===== src/rtl/gb_cpu_common_pkg.sv =====
// Types and constants shared by the decoder, the sequencer and the datapath.
// A schedule is the decoder's per-instruction plan: one control word per M-cycle.
package gb_cpu_common_pkg;

  localparam int MAX_M_CYCLES = 6;
  localparam int M_CYCLE_W    = $clog2(MAX_M_CYCLES);
  localparam int CNT_W        = $clog2(MAX_M_CYCLES + 1);

  localparam logic [CNT_W-1:0] MAX_CYCLES_CNT = CNT_W'(MAX_M_CYCLES);

  typedef enum logic [1:0] {
    RUN,
    ISR,
    HALT,
    LOCK
  } seq_state_t;

  typedef struct packed {
    logic [3:0] alu_op;
    logic [3:0] reg_sel;
    logic [1:0] addr_sel;
    logic       mem_rd;
    logic       mem_wr;
    logic       pc_inc;
    logic       ir_fetch;
  } m_cycle_ctrl_t;

  localparam m_cycle_ctrl_t IDLE_CTRL = '0;

  typedef struct packed {
    logic [CNT_W-1:0]                   cycles;
    logic [CNT_W-1:0]                   cond_cycle;
    logic                               cb_next;
    logic                               halt;
    logic                               ei;
    logic                               di;
    logic                               reti;
    m_cycle_ctrl_t [MAX_M_CYCLES-1:0]   ctrl;
  } schedule_t;

  function automatic logic [CNT_W-1:0] clamp_cycles(input logic [CNT_W-1:0] cycles);
    return (cycles > MAX_CYCLES_CNT) ? MAX_CYCLES_CNT : cycles;
  endfunction

endpackage


===== src/rtl/gb_cpu_ime_ctrl.sv =====
// Interrupt master enable with the one-instruction EI delay.
// ime_eff is the value the interrupt check at this boundary must see.
module gb_cpu_ime_ctrl (
  input  logic clk,
  input  logic reset,
  input  logic boundary,
  input  logic di,
  input  logic ei,
  input  logic reti,
  input  logic dispatch,
  output logic ime,
  output logic ime_eff
);

  logic ime_q, ime_d, pend_q, pend_d;
  logic ime_n, pend_n;

  // NOTE: every variable gets a default at the top of always_comb, so no path can infer a latch.
  always_comb begin
    ime_n  = ime_q;
    pend_n = pend_q;
    if (boundary) begin
      if (di) begin
        ime_n  = 1'b0;
        pend_n = 1'b0;
      end
      if (reti) ime_n = 1'b1;
      if (ei) begin
        pend_n = 1'b1;
      end else if (pend_n) begin
        ime_n  = 1'b1;
        pend_n = 1'b0;
      end
    end
    ime_eff = ime_n;
    ime_d   = dispatch ? 1'b0 : ime_n;
    pend_d  = pend_n;
  end

  // NOTE: state registers use non-blocking assignments; reset is synchronous, sampled on the clock.
  always_ff @(posedge clk) begin
    if (reset) begin
      ime_q  <= 1'b0;
      pend_q <= 1'b0;
    end else begin
      ime_q  <= ime_d;
      pend_q <= pend_d;
    end
  end

  assign ime = ime_q;

endmodule


===== src/rtl/gb_cpu_sequencer.sv =====
// Steps the decoded schedule one M-cycle at a time and owns the instruction
// boundary: opcode fetch, CB prefix, HALT, lock-up and interrupt dispatch.
module gb_cpu_sequencer
  import gb_cpu_common_pkg::*;
(
  input  logic                 clk,
  input  logic                 reset,
  input  schedule_t            schedule,
  input  logic                 cond_met,
  input  logic                 int_pending,
  output logic [1:0]           t_cycle,
  output logic [M_CYCLE_W-1:0] m_cycle,
  output m_cycle_ctrl_t        ctrl,
  output logic                 cb_prefix,
  output logic                 isr_cmd,
  output logic                 ir_load,
  output logic                 int_ack,
  output logic                 ime,
  output logic                 halted,
  output logic                 locked
);

  seq_state_t           state_q, state_d;
  logic [1:0]           t_q, t_d;
  logic [M_CYCLE_W-1:0] m_q, m_d, last_m, cond_m;
  logic                 cb_q, cb_d, ir_load_q, ir_load_d, int_ack_q, int_ack_d;
  logic                 illegal, cond_end, is_end, step, boundary, dispatch, ime_eff;

  assign illegal  = (schedule.cycles == '0);
  assign last_m   = M_CYCLE_W'(clamp_cycles(schedule.cycles) - CNT_W'(1));
  assign cond_m   = M_CYCLE_W'(schedule.cond_cycle - CNT_W'(1));
  assign cond_end = (schedule.cond_cycle != '0) && (m_q == cond_m) && !cond_met;
  assign is_end   = illegal || (m_q == last_m) || cond_end;
  assign step     = ((state_q == RUN) || (state_q == ISR)) && (t_q == 2'd3);
  assign boundary = step && is_end && !illegal;

  gb_cpu_ime_ctrl u_ime_ctrl (
    .clk      (clk),
    .reset    (reset),
    .boundary (boundary),
    .di       (schedule.di),
    .ei       (schedule.ei),
    .reti     (schedule.reti),
    .dispatch (dispatch),
    .ime      (ime),
    .ime_eff  (ime_eff)
  );

  always_comb begin
    state_d   = state_q;
    t_d       = (state_q == LOCK) ? 2'd0 : t_q + 2'd1;
    m_d       = m_q;
    cb_d      = cb_q;
    ir_load_d = 1'b0;
    int_ack_d = 1'b0;
    dispatch  = 1'b0;
    case (state_q)
      RUN, ISR: begin
        if (t_q == 2'd3) begin
          if (!is_end) begin
            m_d = m_q + M_CYCLE_W'(1);
          end else begin
            m_d = '0;
            if (illegal) begin
              state_d = LOCK;
            end else if (schedule.cb_next) begin
              // Prefix byte: fetch the real opcode, interrupts wait for it to finish.
              cb_d      = 1'b1;
              ir_load_d = 1'b1;
              state_d   = RUN;
            end else begin
              cb_d = 1'b0;
              if (schedule.halt && !int_pending) begin
                state_d = HALT;
              end else if (ime_eff && int_pending) begin
                state_d   = ISR;
                int_ack_d = 1'b1;
                dispatch  = 1'b1;
              end else begin
                state_d   = RUN;
                ir_load_d = 1'b1;
              end
            end
          end
        end
      end
      HALT: begin
        m_d = '0;
        if (t_q == 2'd3 && int_pending) begin
          if (ime) begin
            state_d   = ISR;
            int_ack_d = 1'b1;
            dispatch  = 1'b1;
          end else begin
            state_d   = RUN;
            ir_load_d = 1'b1;
          end
        end
      end
      LOCK:    m_d = '0;
      default: state_d = RUN;
    endcase
  end

  always_ff @(posedge clk) begin
    if (reset) begin
      state_q   <= RUN;
      t_q       <= 2'd0;
      m_q       <= '0;
      cb_q      <= 1'b0;
      ir_load_q <= 1'b0;
      int_ack_q <= 1'b0;
    end else begin
      state_q   <= state_d;
      t_q       <= t_d;
      m_q       <= m_d;
      cb_q      <= cb_d;
      ir_load_q <= ir_load_d;
      int_ack_q <= int_ack_d;
    end
  end

  assign t_cycle   = t_q;
  assign m_cycle   = m_q;
  assign cb_prefix = cb_q;
  assign ir_load   = ir_load_q;
  assign int_ack   = int_ack_q;
  assign isr_cmd   = (state_q == ISR);
  assign halted    = (state_q == HALT);
  assign locked    = (state_q == LOCK);
  assign ctrl      = (state_q == HALT || state_q == LOCK ||
                      m_q >= M_CYCLE_W'(MAX_M_CYCLES)) ? IDLE_CTRL : schedule.ctrl[m_q];

endmodule


===== config.mk =====
export PLATFORM = sky130hd
export DESIGN_NAME = gb_cpu_sequencer
export DESIGN_NICKNAME = d
export VERILOG_FILES = /design/src/rtl/gb_cpu_common_pkg.sv /design/src/rtl/gb_cpu_ime_ctrl.sv /design/src/rtl/gb_cpu_sequencer.sv
export SDC_FILE = /design/constraint.sdc
export NUM_CORES = 1
export LEC_CHECK = 0
export CAP_MARGIN = 10
export CORE_MARGIN = 2
export CORE_UTILIZATION = 29
export CTS_BUF_LIST = sky130_fd_sc_hd__clkbuf_8
export DETAILED_ROUTE_END_ITERATION = 12
export HOLD_SLACK_MARGIN = 0.15
export PLACE_DENSITY_LB_ADDON = 0.3
export SLEW_MARGIN = 10
export SYNTH_ARGS = -nofsm -noshare
export SYNTH_HDL_FRONTEND = slang
export SYNTH_SLANG_ARGS = --single-unit

===== constraint.sdc =====
create_clock -name clk -period 2 [get_ports clk]
set_clock_uncertainty 0.1 [all_clocks]
set_input_delay 0.5 -clock clk [delete_from_list [all_inputs] [get_ports clk]]
set_output_delay 0.5 -clock clk [all_outputs]
set_load 0.01 [all_outputs]

==> results.cfg, run 1 <==
[floorplan]
start_util_pct = 30.5
core-area_mm2 = 0.00482
die_h_um = 75.2
die_area_mm2 = 0.00566
dieWidth_um = 75.2
row_count = 25
pin_count = 125

[grt]
grt_usage_pct = 20.2
use_met1_pct = 22.8
grt_pass1_vias = 1915
antenna_found_initial = 1
grt_first_pass_wirelength_mm = 8.89
top_usage_layer = met2
grt_util_met2_pct = 40.3
use_met3_pct = 3.88
grt_max_degree = 17
grt-ovfl-total = 0

[layout]
final_net_count = 428
fin_util_pct = 65.8
drive_gt1_share_pct = 37.7
multiInputGateArea_mm2 = 0.00131
finalInstanceArea_mm2 = 0.00317
area_growth_pct = 115
layout_common_cells = 64 x dlygate4sd2_1, 44 x clkdlybuf4s50_1, 34 x buf_4, 22 x nor2_1
final.fill_count = 431
regArea_um2 = 244
final_common_cell = dlygate4sd2_1

[setup_path]
path_class = reg2out
crit_path_max_fanout = 11
end_kind = output port
cp-startpoint = m_cycle[0]
worstSetupStartpointType = flop
rrSetupSlack_ps = -140
required_ps = 1400
cp.arrival_ps = 1670
timing.rr.start = m_cycle[0]

[clock_tree]
cts_buffers = 3
cts_tree = built
clockBufferDepth = 2
numClockSinks = 12
clk_latency_ps = 240
h-tree-depth = 1
cts-root-buf = clkbuf_8
clk_pin_slew_ps = 50
cts_hold_buf = 0

[sta]
fmax_ghz = 0.441
tightest_slew_ps = 499
period_needed_ps = 2270
rsz0062_at_grt = true
slew_viol_final = 0
fin_ws_ps = -265
hold_viol = 0
timing.slew.headroom_pct = 66.5
report.final.setup_viol = 21
min_period_over_period_pct = 113

[drt]
wl_per_cell_um = 16.1
dr_total_vias = 1952
firstDrtPassIters = 4
first_iter_violations = 38
drc = 0
ant_nets = 0
wl_mm = 6.31
viasPerCell = 4.98

[logic_synthesis]
async_reset_ff_share_pct = 0
syn_area_per_cell_um2 = 8.81
synthCells = 167
syn-num-nets = 270
yosys-top-cells-area = mux4_2 21%, dfxtp_1 16%, mux2_2 11%
ys_seq_area_share_pct = 16.3
ys_warn_count = 0
synth_cell_types = 45
ys_ff_latch = 12
syn_area_mm2 = 0.00147
synth_edf_count = 0
synth_area_leader_cell = mux4_2
ys.flop_type = dfxtp_1
synth_top_area_share_pct = 21.4

[place]
port-buffer-count = 124
dp_hpwl_mm = 4.83
place_congestion = 0.803
pre_cts_slack_ps = -743
place_area_mm2 = 0.00302

[pwr]
irDropWorstVdd_mv = 0.348
p_per_area_mw_per_mm2 = 310
p_leak_nw = 1.32

[worst_hold_path]
hold_path.class = reg2reg
hold_path_startpoint = t_cycle[0]

[flow_run]
drv_cap = 0

[outcome]
status = finished, violations left
violations = negative setup slack
worst paths after layout:
path / to / cells past startpoint
worst min-delay path: t_cycle[0] / 1
worst max register to register: u_ime_ctrl.ime / 8
worst max-delay path: ctrl[7] / 5
worst min register to register: t_cycle[0] / 1
sequential cells by signal (all words and copies together) (netlist names):
name               flops
cb_prefix              1
int_ack                1
ir_load                1
m_cycle                3
state_q                2
t_cycle                2
u_ime_ctrl.ime         1
u_ime_ctrl.pend_q      1
stage by stage:
| step | std cells | setup TNS, ps | power [mW] | hold slack, ps |
|---|---|---|---|---|
| after floorplan | 167 | 0 | 0.436 | 354 |
| after CTS | 388 | -4520 | 0.967 | 366 |
| after global routing | 392 | -5740 | 1.04 | 408 |
| after detailed placement | 376 | -15320 | 0.736 | 358 |
| final | 392 | -4020 | 0.983 | 359 |
| after global placement | 376 | -14720 | 0.727 | 347 |
cells in the mapped netlist (2+ instances only):
library cell / count
clkbuf_1: 8
o21ai_0: 6
mux2_2: 14
a211oi_1: 2
buf_2: 2
dfxtp_1: 12
nor2_1: 23
a21oi_1: 8
xor2_1: 3
nand2_1: 9
ha_1: 4
a22oi_1: 14
nor3_1: 8
mux4_2: 14
a211o_1: 2
inv_1: 9
layout make-up:
class | count | area share [%]
clock buffers | 4 | 1.74
repair buffers | 165 | 45.4
inverters | 10 | 1.26
diodes | 1 | 0.0789
flip-flops and latches | 12 | 7.70
well taps | 67 | 2.64
multi-input cells | 133 | 41.2
report_power, final:
group          leakage (nW)  switching (mW)  internal (mW)
clock network        0.0288          0.0930          0.174
registers            0.0981         0.00496          0.245
logic                  1.19           0.163          0.303
timing repair:
action	in CTS	in global routing
setup endpoints to repair	29	24
resized for setup	145	19
setup buffers	8	3
cloned	0	0
pin swaps	42	10
per-layer routing:
layer	vias up	wire, um
met5	-	0
met2	71	3330
met4	0	0
met1	925	2400
met3	0	576
li1	956	-
worst max-delay path, stage by stage (launching register included):
cell and delay (ps):
dfxtp_4 380, buf_12 150, mux4_2 520, a22oi_2 170, nor2_1 70, buf_2 140
logic make-up after synthesis:
kind of cell,count (synthesis),share of synthesized area (%)
buffers and inverters,22,6.29
XOR/XNOR,4,2.38
flip-flops,12,16.3
adder cells (fa/ha/maj),4,3.40
AO/OA/AOI/OAI,44,21.9
multiplexers,29,32.8
AND/OR/NAND/NOR,52,16.9
(Power assumes the default switching activity.)
==> run 2: changes to the inputs <==
==> constraint.sdc (replaced) <==
create_clock -name clk -period 2.69 [get_ports clk]
set_clock_uncertainty 0.1 [all_clocks]
set_input_delay 0.6725 -clock clk [delete_from_list [all_inputs] [get_ports clk]]
set_output_delay 0.6725 -clock clk [all_outputs]
set_load 0.01 [all_outputs]
==> results.cfg, run 2 (synthesized netlist as in run 1, its figures left out) <==
[setup_path]
critical_path.top_delay_family = buffers and inverters
rr_endpoint = state_q[0]
path_class = in2out
cp_num_buf_inv = 2
cp.arrival_ps = 1930
worstSetupStartpointType = input port
required_ps = 1920
end_kind = output port
crit_chain = clkdlybuf4s50_1, mux4_2, a22oi_2, nor2_1, buf_2
r2r_cells = 8
rrSetupSlack_ps = 370
cpPeakStageDelay_ps = 460
crit_path_max_fanout = 1
cp_slowest_cell = mux4_2
timing.rr.start = m_cycle[0]

[place]
dp_hpwl_mm = 4.44
place_inst = 361
place_area_mm2 = 0.00287
port-buffer-count = 124
pre_cts_slack_ps = -379
place_congestion = 0.765

[sta]
slew_viol_final = 0
report.final.setup_viol = 1
timing.slew.headroom_pct = 68.2
fmax_ghz = 0.370
fin_ws_ps = -9.83
tightest_slew_ps = 474
holdWs_ps = 365
min_period_over_period_pct = 100
period_needed_ps = 2700
hold_viol = 0

[worst_hold_path]
min_to = t_cycle[0]
hold_depth = 1
hold_path_startpoint = t_cycle[0]
hold_path.class = reg2reg

[pwr]
p_per_area_mw_per_mm2 = 237
power.total_uw = 714
irDropWorstVdd_mv = 0.397
p_leak_nw = 1.44

[layout]
final.fill_count = 428
drive_gt1_share_pct = 27.5
area_growth_pct = 105
largest_reg_flops = 3
regArea_um2 = 241
final_cells = 365
diodes = 0
layout_common_cells = 64 x clkdlybuf4s50_1, 40 x dlymetal6s2s_1, 23 x nor2_1
final_net_count = 402
finalInstanceArea_mm2 = 0.00301
multiInputGateArea_mm2 = 0.00121
final_common_cell = clkdlybuf4s50_1

[outcome]
status = finished, violations left
violations = negative setup slack

[drt]
viasPerCell = 5.06
wl_mm = 5.74
firstDrtPassIters = 5
dr_total_vias = 1848
wl_per_cell_um = 15.7
m1WireLength_mm = 2.23
drc = 0
met2_length_mm = 3.05
maxUsedRoutingLayer = met4
first_iter_violations = 51
ant_nets = 0
routed-wl-met3_um = 420

[grt]
grt_pass1_vias = 1783
grt-ovfl-total = 0
grt_max_degree = 17
grt_usage_pct = 17.9
antenna_found_initial = 0
grt_first_pass_wirelength_mm = 7.97

[floorplan]
pin_count = 125
dieWidth_um = 75.2
die_h_um = 75.2
start_util_pct = 30.5
die_area_mm2 = 0.00566
row_count = 25
core-area_mm2 = 0.00482

[clock_tree]
cts_tree = built
cts_hold_buf = 0
numClockSinks = 12
clk_pin_slew_ps = 60
h-tree-depth = 1
clockBufferDepth = 2
clk_latency_ps = 250
cts_buffers = 3
cts-root-buf = clkbuf_8

[flow_run]
drv_cap = 0
-- run 2: cell types whose count changed in the layout (fill, tap and decap cells not counted), moves of 2 or more --
cell and delta:
dlygate4sd2_1 -58, dlymetal6s2s_1 +40, buf_4 -20, clkdlybuf4s50_1 +20, buf_6 -6, a21oi_1 +3
a21oi_2 -3, ha_1 +2, ha_4 -2, inv_1 +2, o21ai_0 +2, o21ai_1 -2
-- run 2: layout make-up --
type                            count  share of cell area, %
Sequential cell                    12                   8.01
Inverter                           10                   1.25
Timing Repair Buffer              139                   46.1
Tap cell                           67                   2.78
Multi-Input combinational cell    133                   40.1
Clock buffer                        4                   1.83
-- run 2: worst max-delay path by stage --
stage / slack, ps / start / cells after the start / to
global placement: -350 / schedule[46] / 5 / ctrl[4]
detailed placement: -380 / schedule[40] / 5 / ctrl[12]
CTS: -20 / schedule[40] / 5 / ctrl[12]
finish: -10 / schedule[2] / 5 / ctrl[2]
floorplan: 210 / m_cycle[1] / 5 / ctrl[0]
global route: -50 / schedule[2] / 5 / ctrl[2]
-- run 2: what timing repair did --
| item | CTS | global route |
|---|---|---|
| setup endpoints to repair | 14 | 13 |
| resized for setup | 67 | 49 |
| setup buffers | 0 | 0 |
| pin swaps | 15 | 14 |
-- run 2: metrics by stage --
stage,util [%],setup TNS [ps]
2_1_floorplan,-,0
3_3_place_gp,59.5,-5020
3_5_place_dp,59.5,-5370
4_1_cts,59.6,-20.1
5_1_grt,62.6,-48.5
6_report,62.6,-9.83
-- run 2: layer usage --
metal | global-route usage (%) | up-vias
met1 | 21.4 | 871
met3 | 4.55 | 4
met4 | 1.75 | 0
met2 | 33.5 | 76
li1 | - | 897
met5 | 0 | -
-- run 2: power by group --
part	switching (mW)	total [mW]	leakage (nW)	internal, mW
combinational	0.108	0.325	1.31	0.217
sequential	0.00343	0.186	0.0978	0.183
clock	0.0737	0.203	0.0288	0.130
==> run 3: changes to the inputs <==
--- a/config.mk
+++ b/config.mk
@@ -5,7 +5,7 @@
 export SDC_FILE = /design/constraint.sdc
 export NUM_CORES = 1
 export LEC_CHECK = 0
-export CAP_MARGIN = 10
+export ABC_AREA = 1
 export CORE_MARGIN = 2
 export CORE_UTILIZATION = 29
 export CTS_BUF_LIST = sky130_fd_sc_hd__clkbuf_8
==> results.cfg, run 3 <==
[outcome]
status = finished, final reports clean

[logic_synthesis]
synth-simple-area-share_pct = 32.3
async_reset_ff_share_pct = 0
ys_warn_count = 0
synthCells = 280
synth_edf_count = 0
synth_top_area_share_pct = 15.5
synth_top_family_by_area = compound AO/OA/AOI/OAI gates
syn-num-nets = 383
synth.top_cells.by_count = 50 x nand2_1, 49 x nor2_1, 48 x o21ai_0, 27 x inv_1, 22 x a21oi_1
synth_area_leader_cell = dfxtp_1
syn_area_per_cell_um2 = 5.54
synth_xor_xnor_area_share_pct = 0
ys_seq_area_share_pct = 15.5
ys.flop_type = dfxtp_1
synth_mux_area_share_pct = 0
synth-compound-area-share_pct = 36.5
ys_ff_latch = 12
yosys-top-cells-area = dfxtp_1 15%, o21ai_0 15%, nand2_1 12%
synthAdderAreaFrac_pct = 3.23
synth_cell_types = 24
syn_area_mm2 = 0.00155
synth_most_common_cell = nand2_1

[sta]
tightest_slew_ps = 444
slew_viol_final = 0
period_needed_ps = 2620
rsz0062_at_grt = false
fmax_ghz = 0.382
timing.slew.headroom_pct = 70.3
fin_ws_ps = 69.6
min_period_over_period_pct = 97.4
hold_viol = 0
report.final.setup_viol = 0

[clock_tree]
cts_tree = built
cts_hold_buf = 0
clockBufferDepth = 2
cts-root-buf = clkbuf_8
postCtsSetupRepairBufs = 0
clk_pin_slew_ps = 50
h-tree-depth = 1
numClockSinks = 12
clk_latency_ps = 240
cts_buffers = 3

[grt]
grt_max_degree = 46
grt_usage_pct = 20.4
use_met1_pct = 22.8
grt-ovfl-total = 0
grt_util_met2_pct = 36.2
top_usage_layer = met2
use_met3_pct = 5.65
antenna_found_initial = 0
grt_pass1_vias = 2255
grt_first_pass_wirelength_mm = 10.1

[layout]
diodes = 0
area_growth_pct = 88.8
final.fill_count = 534
layout_common_cells = 110 x clkdlybuf4s50_1, 50 x nand2_1, 49 x nor2_1, 47 x o21ai_0, 27 x inv_1
final_net_count = 510
largest_reg_flops = 3
drive_gt1_share_pct = 9.11
final_cells = 476
final_common_cell = clkdlybuf4s50_1

[floorplan]
dieWidth_um = 77.1
die_h_um = 77.1
pin_count = 125
start_util_pct = 30.2
row_count = 26
core-area_mm2 = 0.00514
die_area_mm2 = 0.00595

[place]
pre_cts_slack_ps = -289
place_inst = 472
dp_hpwl_mm = 4.92
port-buffer-count = 124
place_congestion = 0.830

[worst_hold_path]
hold_path.class = reg2reg

[drt]
wl_per_cell_um = 12.7
firstDrtPassIters = 4
ant_nets = 0
drc = 0
viasPerCell = 4.84
dr_total_vias = 2303
wl_mm = 6.06
first_iter_violations = 68

[setup_path]
end_kind = output port
crit_path_max_fanout = 1
cp.arrival_ps = 1850
path_class = in2out
required_ps = 1920
worstSetupStartpointType = input port

[pwr]
irDropWorstVdd_mv = 0.142
p_per_area_mw_per_mm2 = 239
p_leak_nw = 1.27

[flow_run]
drv_cap = 0
## run 3: cell types whose count changed in the layout (fill, tap and decap cells not counted), sizes merged, moves of 20 or more
| cell | before | now |
|---|---|---|
| clkdlybuf4s50 | 64 | 110 |
| nand2 | 9 | 55 |
| dlymetal6s2s | 40 | 0 |
| o21ai | 7 | 49 |
| nor2 | 23 | 50 |
| inv | 9 | 29 |
## run 3: critical path, stage by stage
cell	delay [ps]
clkdlybuf4s50_1	460
nor2_1	50
o22ai_1	170
nand2_1	60
a21oi_1	120
dlygate4sd2_1	320
## run 3: area by class of cell
cell class	instances	area, um2	share of cell area, %
Sequential cell	12	240	8.20
Multi-Input combinational cell	223	1120	38.2
Timing Repair Buffer	138	1310	44.9
Clock buffer	4	55.1	1.88
Inverter	29	114	3.89
Tap cell	70	87.6	2.99
## run 3: repair_timing
item,CTS,global route
resized for setup,16,17
endpoints found under the setup margin,14,10
pin swaps,1,3
## run 3: power by group
part           switching (mW)  internal (mW)  total [mW]
Sequential            0.00362          0.183       0.187
Combinational           0.121          0.191       0.312
Clock                  0.0709          0.130       0.200
## run 3: per-stage QoR
| stage | cell area (um2) | hold WS (ps) | TNS, ps | power [mW] | utilization [%] |
|---|---|---|---|---|---|
| after floorplan | 1550 | 324 | 0 | 0.302 | - |
| after global placement | 2920 | 339 | -2840 | 0.516 | 56.8 |
| after detailed placement | 2920 | 344 | -2970 | 0.519 | 56.8 |
| after CTS | 2960 | 370 | 0 | 0.708 | 57.6 |
| after global routing | 2930 | 390 | 0 | 0.749 | 57.0 |
| final | 2930 | 360 | 0 | 0.700 | 57.0 |
## run 3: path summary, 6_finish.rpt
path	startpoint	endpoint	slack [ps]	cells past startpoint
hold reg to reg	t_cycle[0]	t_cycle[0]	360	1
hold / removal	t_cycle[0]	t_cycle[0]	360	1
setup reg to reg	m_cycle[0]	int_ack	790	14
setup / recovery	schedule[48]	ctrl[6]	70	6
## run 3: per-layer routing
layer	vias up	routed length, um
li1	1186	-
met1	1012	2400
met2	87	3010
met3	18	447
met4	0	198
met5	-	0
## run 3: kinds of logic (layout without fill, tap and decap cells)
family          Yosys count  count (layout)
simple gates            118             118
fa+ha+maj                 4               4
buf+inv                  45             171
flops                    12              12
compound gates          101             101
